File: src/rtl/majority_pkg.sv
// Shared definitions for the majority voter.
// - cnt_w(width): bit width needed to hold a population count of 0..width.
// - DEFAULT_WIDTH: default number of voting inputs.
// - count_t: count type sized for the default width.
package majority_pkg;

  localparam int DEFAULT_WIDTH = 7;

  // Width of a counter able to represent 0..width inclusive.
  function automatic int cnt_w(input int width);
    return $clog2(width + 1);
  endfunction

  typedef logic [cnt_w(DEFAULT_WIDTH)-1:0] count_t;

endpackage

File: src/rtl/maj_popcount.sv
// Combinational population count of a WIDTH-bit vector.
// Ports:
//   vec  input  [WIDTH-1:0]          vector to count
//   cnt  output [cnt_w(WIDTH)-1:0]   number of ones in vec
module maj_popcount
  import majority_pkg::*;
#(
  parameter int WIDTH = DEFAULT_WIDTH
) (
  input  logic [WIDTH-1:0]        vec,
  output logic [cnt_w(WIDTH)-1:0] cnt
);

  localparam int CW = cnt_w(WIDTH);

  // Simple accumulate loop; synthesis folds this into an adder tree.
  always_comb begin
    cnt = '0;
    for (int i = 0; i < WIDTH; i++) begin
      cnt = cnt + CW'(vec[i]);
    end
  end

endmodule

File: src/rtl/majority_input.sv
// Registered N-input majority voter with a fixed one-cycle latency.
// A sample is taken on each rising clk edge where in_valid=1; out is high
// when the number of ones in `in` is at least THRESHOLD.
// Optional feature (macro MAJ_COUNT_OUT_EN): adds a registered ones_count
// output that updates alongside out.
// Ports:
//   clk         input   rising-edge clock
//   rst_n       input   asynchronous active-low reset
//   in_valid    input   qualifies `in`
//   in          input   [WIDTH-1:0] vote vector, bit i is voter i
//   out         output  registered majority result (holds when idle)
//   out_valid   output  one-cycle pulse after each accepted sample
//   ones_count  output  [cnt_w(WIDTH)-1:0] registered count (MAJ_COUNT_OUT_EN only)
module majority_input
  import majority_pkg::*;
#(
  parameter int WIDTH     = DEFAULT_WIDTH,
  parameter int THRESHOLD = (WIDTH / 2) + 1
) (
  input  logic             clk,
  input  logic             rst_n,
  input  logic             in_valid,
  input  logic [WIDTH-1:0] in,
  output logic             out,
  output logic             out_valid
`ifdef MAJ_COUNT_OUT_EN
  ,
  output logic [cnt_w(WIDTH)-1:0] ones_count
`endif
);

  localparam int CW = cnt_w(WIDTH);

  // Reject illegal configurations at elaboration time.
  if (WIDTH < 1 || WIDTH > 64) begin : g_bad_width
    $error("majority_input: WIDTH must be within 1..64");
  end
  if (THRESHOLD < 1 || THRESHOLD > WIDTH) begin : g_bad_threshold
    $error("majority_input: THRESHOLD must be within 1..WIDTH");
  end

  // THRESHOLD <= WIDTH always fits in the count width.
  localparam logic [CW-1:0] THR = CW'(THRESHOLD);

  logic [CW-1:0] count;
  logic          vote;

  maj_popcount #(
    .WIDTH (WIDTH)
  ) u_popcount (
    .vec (in),
    .cnt (count)
  );

  // Threshold compare on the current sample.
  always_comb begin
    vote = (count >= THR);
  end

  // Result and valid registers; out only moves on accepted samples, so
  // unknown inputs while idle never reach it.
  always_ff @(posedge clk or negedge rst_n) begin
    if (!rst_n) begin
      out       <= 1'b0;
      out_valid <= 1'b0;
    end else if (in_valid) begin
      out       <= vote;
      out_valid <= 1'b1;
    end else begin
      out       <= out;
      out_valid <= 1'b0;
    end
  end

`ifdef MAJ_COUNT_OUT_EN
  // Count register, captured with the same qualifier as out.
  always_ff @(posedge clk or negedge rst_n) begin
    if (!rst_n) begin
      ones_count <= '0;
    end else if (in_valid) begin
      ones_count <= count;
    end else begin
      ones_count <= ones_count;
    end
  end
`endif

endmodule

File: config.mk
export PLATFORM = sky130hd
export DESIGN_NAME = majority_input
export DESIGN_NICKNAME = d
export VERILOG_FILES = /design/src/rtl/majority_pkg.sv /design/src/rtl/maj_popcount.sv /design/src/rtl/majority_input.sv
export SDC_FILE = /design/constraint.sdc
export NUM_CORES = 1
export LEC_CHECK = 0
export BUFFER_PORTS_ARGS = -buffer_cell sky130_fd_sc_hd__buf_2
export CAP_MARGIN = 25
export CORE_AREA = 2 2 39 41
export DETAILED_ROUTE_END_ITERATION = 10
export DIE_AREA = 0 0 41 43
export SLEW_MARGIN = 20
export SYNTH_ARGS = -nofsm -noshare
export SYNTH_HDL_FRONTEND = slang
export SYNTH_SLANG_ARGS = --single-unit
export TNS_END_PERCENT = 10
File: constraint.sdc
create_clock -name clk -period 1.1 [get_ports clk]
set_clock_uncertainty 0.1 [all_clocks]
set_input_delay 0.22 -clock clk [delete_from_list [all_inputs] [get_ports clk]]
set_output_delay 0.22 -clock clk [all_outputs]
set_load 0.03 [all_outputs]
==> results of run 1 <==
==> worst paths after layout <==
| kind | cells past startpoint | end | startpoint | slack, ps |
|---|---|---|---|---|
| max | 10 | out$_DFFE_PN0P_ | in[1] | -1190 |
| min | 1 | out_valid$_DFF_PN0_ | in_valid | 40 |
| max reg2reg | 2 | out$_DFFE_PN0P_ | out$_DFFE_PN0P_ | 220 |
| min reg2reg | 2 | out$_DFFE_PN0P_ | out$_DFFE_PN0P_ | 500 |
| max in group asynchronous | 2 | out$_DFFE_PN0P_ | rst_n | 590 |
| min in group asynchronous | 2 | out_valid$_DFF_PN0_ | rst_n | 210 |
==> cell type report <==
cell class,instances,area (um^2)
clock buffers,3,22.52
inverters,7,26.28
repair buffers,12,77.57
multi-input cells,10,140.1
flip-flops and latches,2,50.05
well taps,16,20.02
fillers,151,1047
==> cells by family after synthesis <==
logic type | count (synthesis)
buffers and inverters | 7
adders and majority gates | 5
DFF | 2
AOI/OAI and AO/OA | 2
and+or+nand+nor | 3
==> repair_timing <==
action	4_1_cts	5_1_grt
gates resized for setup	6	0
pin swaps	2	0
hold endpoints to repair	2	0
hold buffers	1	0
setup endpoints to repair	1	2
==> power by group through the flow <==
stage               sequential, mW  clock, mW  combinational [mW]
detailed placement          0.0898          0               0.129
floorplan                    0.111          0              0.0639
global route                0.0901      0.185               0.178
global placement            0.0888          0               0.122
CTS                         0.0893      0.171               0.155
finish                      0.0889      0.159               0.150
==> synth_stat cells (all sizes together) <==
cell type	count
o21ai	1
ha	3
dfrtp	2
or3	1
and3b	1
a31o	1
fa	2
inv	7
nor2b	1
==> per-layer routing <==
| metal | vias up | track usage (%) | wire length [um] |
|---|---|---|---|
| met5 | - | 0 | 0 |
| met2 | 9 | 6.563 | 188 |
| met3 | 0 | 3.141 | 43 |
| met1 | 73 | 5.112 | 132 |
| li1 | 88 | - | - |
| met4 | 0 | 6.000 | 0 |
==> flip-flops by register name, summed over array words and instances, names as in the netlist <==
signal     cells
out            1
out_valid      1
==> metrics, run 1 <==
Slew Limit Fails=0; RSZ-0062 raised after global routing=true; Synth-to-Final Area Change=78.15%; Die Width=41 um; Non-Filler Instances=50; CTS Sinks=2; largest family of logic cells by synthesized area=adder cells; Worst Path Arrival=2300 ps; WS Path Type=input port to register; Sw Ratio=29.74%; Post-DRT Antenna Nets=0; CTS root buf=clkbuf_4; clock buffer count from CTS=3; Slew headroom=between 80% and 90%; dpl cells=46; H-Tree Depth=1; most frequent cells in the layout=buf_2, inv_1, clkbuf_4; commonest non-fill, non-tap cell in the layout=buf_2; worst slew pin tran=168.8 ps; Nets=between 50 and 60; Max Cap Viol=0; worst skew pair latency=about 220 ps; Die Span Y=43 um; first-pass GRT wire length=552 um; worst slack, placed=-1549 ps; simple-gate share of the synthesized area=11.26%; Ys Warns=0; CP endpoint kind=register; WHS=between 30 and 40 ps; synth top area cells=dfrtp_1, fa_1, ha_1; Psw=between 0.1 and 0.15 mW; Yosys top cell by area=dfrtp_1; Worst EP required=between 1000 and 1500 ps; register clock-pin slew on the reported worst setup and hold paths=about 30 ps; Crit path max-delay family=adder cells; Post-Syn Nets=34; DR vias=170; crit share post-route=208.4%; initial antenna violation count=0; Lkg Pwr=0.1794 nW; starting density of the core=a little over an eighth; biggest cell delay along the critical path=450 ps; placed cell area=266.5 um^2; Post-CTS Setup Inserts=0; Longest Clk Path Bufs=2; ANT cells=0; largest net degree at the start of global routing=4; critical path cell sequence=buf_6 > ha_4 > inv_2 > fa_1 > fa_2 > inv_2 > ha_4 > and3b_1 > or3_1 > a31o_1; CP max FO=2; die area=1763 um^2; global placement routability congestion=0.5800; Port Buffers=11; I/O pins=12; status=complete, but fails checks; Final Hold Fails=0; Crit path buffers/inverters=3; vias per cell=3.400; fmax=436.1 MHz; Comb power frac=37.7%; Pint=0.2801 mW; design area=between 300 and 400 um^2; sequential area share after synthesis=a little over a quarter; layout cells sized above 1=55.88%; detailed router's first-iteration violation count=1; DRT Pass-1 Iters=2; Final Util=24.32%; syn avg cell area=9.944 um^2; Clock power frac=40.0%; total track usage=under 10%; TritonCTS clock tree=done; count of cell types in the netlist=9; Post-Synth Adder-Cell Area=41.06%; Compound-Gate Fraction of Synth Area=7.285%; final WL=roughly 360 um; Syn Inst Count=19; final worst slack=-1193 ps; top cell type's share of synthesized area=26.49%; Worst Hold Class=input port to register; core area=1384 um^2; Netlist Area Pre-Place=188.9 um^2; PwrDens=1185 nW/um^2; post-synthesis mux area share=0%; Seq pwr share=about 22%; Startpoint Class=input port; DRC Markers=0; failing checks=setup timing; power consumption=about 0.4 mW; Min Clock Period, post-route=2293 ps; Post-Synth XOR/XNOR Area=0%; slowest stage cell, crit path=fa_1; Std-Cell Rows=14; number of synthesized register bits=2; vias in the first global route=153; Worst VDD drop=219.6 uV; WL/cell=between 7 and 8 um; setup TNS=-1193 ps; Setup Viol. Count Final=1; grt total ovfl=0
Power figures use the tool's default switching activity.
==> run 2: changes to the inputs <==
==> constraint.sdc (replaced) <==
create_clock -name clk -period 2.4 [get_ports clk]
set_clock_uncertainty 0.1 [all_clocks]
set_input_delay 0.48 -clock clk [delete_from_list [all_inputs] [get_ports clk]]
set_output_delay 0.48 -clock clk [all_outputs]
set_load 0.03 [all_outputs]
==> metrics, run 2 (synthesis gave the netlist of run 1 again) <==
status=complete, but fails checks (unchanged); failing checks=setup timing (unchanged); H-Tree Depth=1 (unchanged); slowest stage cell, crit path=fa_1 (unchanged); Reg2Reg Setup Slack=1530 ps (was 220 ps); detailed router's first-iteration violation count=2 (was 1); Port Buffers=11 (unchanged); Slew headroom=90.05% (was 88.63%); global placement routability congestion=0.5719 (was 0.5800); Pint=0.1297 mW (was 0.2801 mW); last element of the critical path=out$_DFFE_PN0P_ (unchanged); RSZ-0062 raised after global routing=true (unchanged); starting density of the core=13.65% (unchanged); Max Cap Viol=0 (unchanged); worst skew pair latency=220 ps (about the same); Worst VDD drop=119.4 uV (was 219.6 uV); Comb power frac=38.7% (was 37.7%); Setup crit start=in[1] (unchanged); PwrDens=548.0 nW/um^2 (was 1185 nW/um^2); initial antenna violation count=0 (unchanged); vias per cell=3.460 (was 3.400); Min Clock Period, post-route=2550 ps; total track usage=6.432% (was 5.210%); Synth-to-Final Area Change=78.15% (unchanged); Final Util=24.32% (unchanged); CP endpoint kind=register (unchanged); largest registers=out x1, out_valid x1 (unchanged); Die Width=41 um (unchanged); Post-CTS Setup Inserts=0 (unchanged); I/O pins=12 (unchanged); Startpoint Class=input port (unchanged); Setup Viol. Count Final=1 (unchanged); critical path cell sequence=buf_6 > ha_4 > inv_2 > fa_1 > fa_2 > inv_2 > ha_4 > and3b_1 > or3_1 > a31o_1 (unchanged); design area=336.6 um^2 (unchanged); Final Hold Fails=0 (unchanged); Lkg Pwr=0.1794 nW (unchanged); Worst Hold Class=input port to register (unchanged); WS Path Type=input port to register (unchanged); placed cell area=266.5 um^2 (unchanged); largest net degree at the start of global routing=4 (unchanged); register clock-pin slew on the reported worst setup and hold paths=30 ps (about the same); Sw Ratio=29.69% (was 29.74%); worst slack, placed=-493.3 ps (was -1549 ps); Slew Limit Fails=0 (unchanged); Reg2Reg Depth=2 (unchanged); final worst slack=-149.6 ps (was -1193 ps); Die Span Y=43 um (unchanged); final WL=399 um (was 364 um); core area=1384 um^2 (unchanged); biggest cell delay along the critical path=450 ps (about the same); Clock power frac=39.4% (was 40.0%); CP max FO=2 (unchanged); fmax=a little under 400 MHz; most frequent cells in the layout=buf_2, inv_1, clkbuf_4 (unchanged); layout cells sized above 1=55.88% (unchanged); DRT Pass-1 Iters=2 (unchanged); Seq pwr share=21.9% (was 22.3%); vias in the first global route=188 (was 153); ANT cells=0 (unchanged); Longest Clk Path Bufs=2 (unchanged); Worst Path Arrival=2560 ps (was 2300 ps); Post-DRT Antenna Nets=0 (unchanged); commonest non-fill, non-tap cell in the layout=buf_2 (unchanged); die area=1763 um^2 (unchanged); FF-to-FF End=out$_DFFE_PN0P_ (unchanged); first-pass GRT wire length=690 um (was 552 um); CTS Sinks=2 (unchanged); Nets=51 (unchanged); DR vias=173 (was 170); CTS root buf=clkbuf_4 (unchanged); power consumption=0.1844 mW (was 0.3987 mW); Psw=0.05476 mW (was 0.1186 mW); TritonCTS clock tree=done (unchanged); Worst EP required=2410 ps (was 1100 ps); worst slew pin tran=147.7 ps (was 168.8 ps); grt total ovfl=0 (unchanged); Std-Cell Rows=14 (unchanged); crit share post-route=106.2%; clock buffer count from CTS=3 (unchanged); DRC Markers=0 (unchanged); Filler cells=161 (was 151); WL/cell=7.980 um (was 7.280 um); RR Startpoint=out$_DFFE_PN0P_ (unchanged)
## run 2: cell counts in the layout (fill, tap and decap cells not counted)
Identical to the previous run, type by type.
## run 2: final cells by class
cell class,instances,area [um^2],share of cell area (%)
inverters,7,26.28,7.807
multi-input cells,10,140.1,41.64
flip-flops and latches,2,50.05,14.87
well taps,16,20.02,5.948
repair buffers,12,77.57,23.05
clock buffers,3,22.52,6.691
## run 2: per-stage QoR
| stage | std cells | TNS (ps) | hold WS [ps] |
|---|---|---|---|
| finish | 50 | -149.6 | 296.9 |
| global placement | 46 | -455.4 | 165.5 |
| floorplan | 19 | -296.6 | 84.41 |
| CTS | 50 | -145.7 | 284.7 |
| detailed placement | 46 | -493.3 | 169.4 |
| global route | 50 | -235.5 | 286.7 |
## run 2: how the worst min path moves through the flow
stage,start,slack [ps],cells after the start,endpoint
4_1_cts,in_valid,280,1,out_valid$_DFF_PN0_
3_3_place_gp,rst_n,170,1,out_valid$_DFF_PN0_
6_report,in_valid,300,1,out_valid$_DFF_PN0_
5_1_grt,in_valid,290,1,out_valid$_DFF_PN0_
2_1_floorplan,rst_n,80,0,out$_DFFE_PN0P_
3_5_place_dp,rst_n,170,1,out_valid$_DFF_PN0_
## run 2: timing repair
item                                    in CTS  in global routing
endpoints found under the setup margin       1                  1
resized for setup                            6                  0
hold buffers                                 1                  0
endpoints found under the hold margin        2                  0
pin swaps                                    2                  0
## run 2: power by group through the flow
stage	combinational (mW)	sequential (mW)	clock, mW
after floorplan	0.0293	0.0511	0
after global placement	0.0561	0.0407	0
after detailed placement	0.0591	0.0408	0
after CTS	0.0704	0.0405	0.0776
after global routing	0.0818	0.0409	0.0817
final	0.0713	0.0405	0.0726
## run 2: worst max-delay path: cells and delay by family
kind,cells,cell delay [ps]
adder cells (fa/ha/maj),4,1240
AO/OA/AOI/OAI,1,170
buffers and inverters,3,200
AND/OR/NAND/NOR,2,460
## run 2: layer usage
layer / track usage, % / vias up / wire (um)
met5: 0 / - / 0
met4: 6.000 / 0 / 13
met3: 3.141 / 2 / 52
met2: 10.00 / 11 / 216
met1: 5.484 / 72 / 116
li1: - / 88 / -
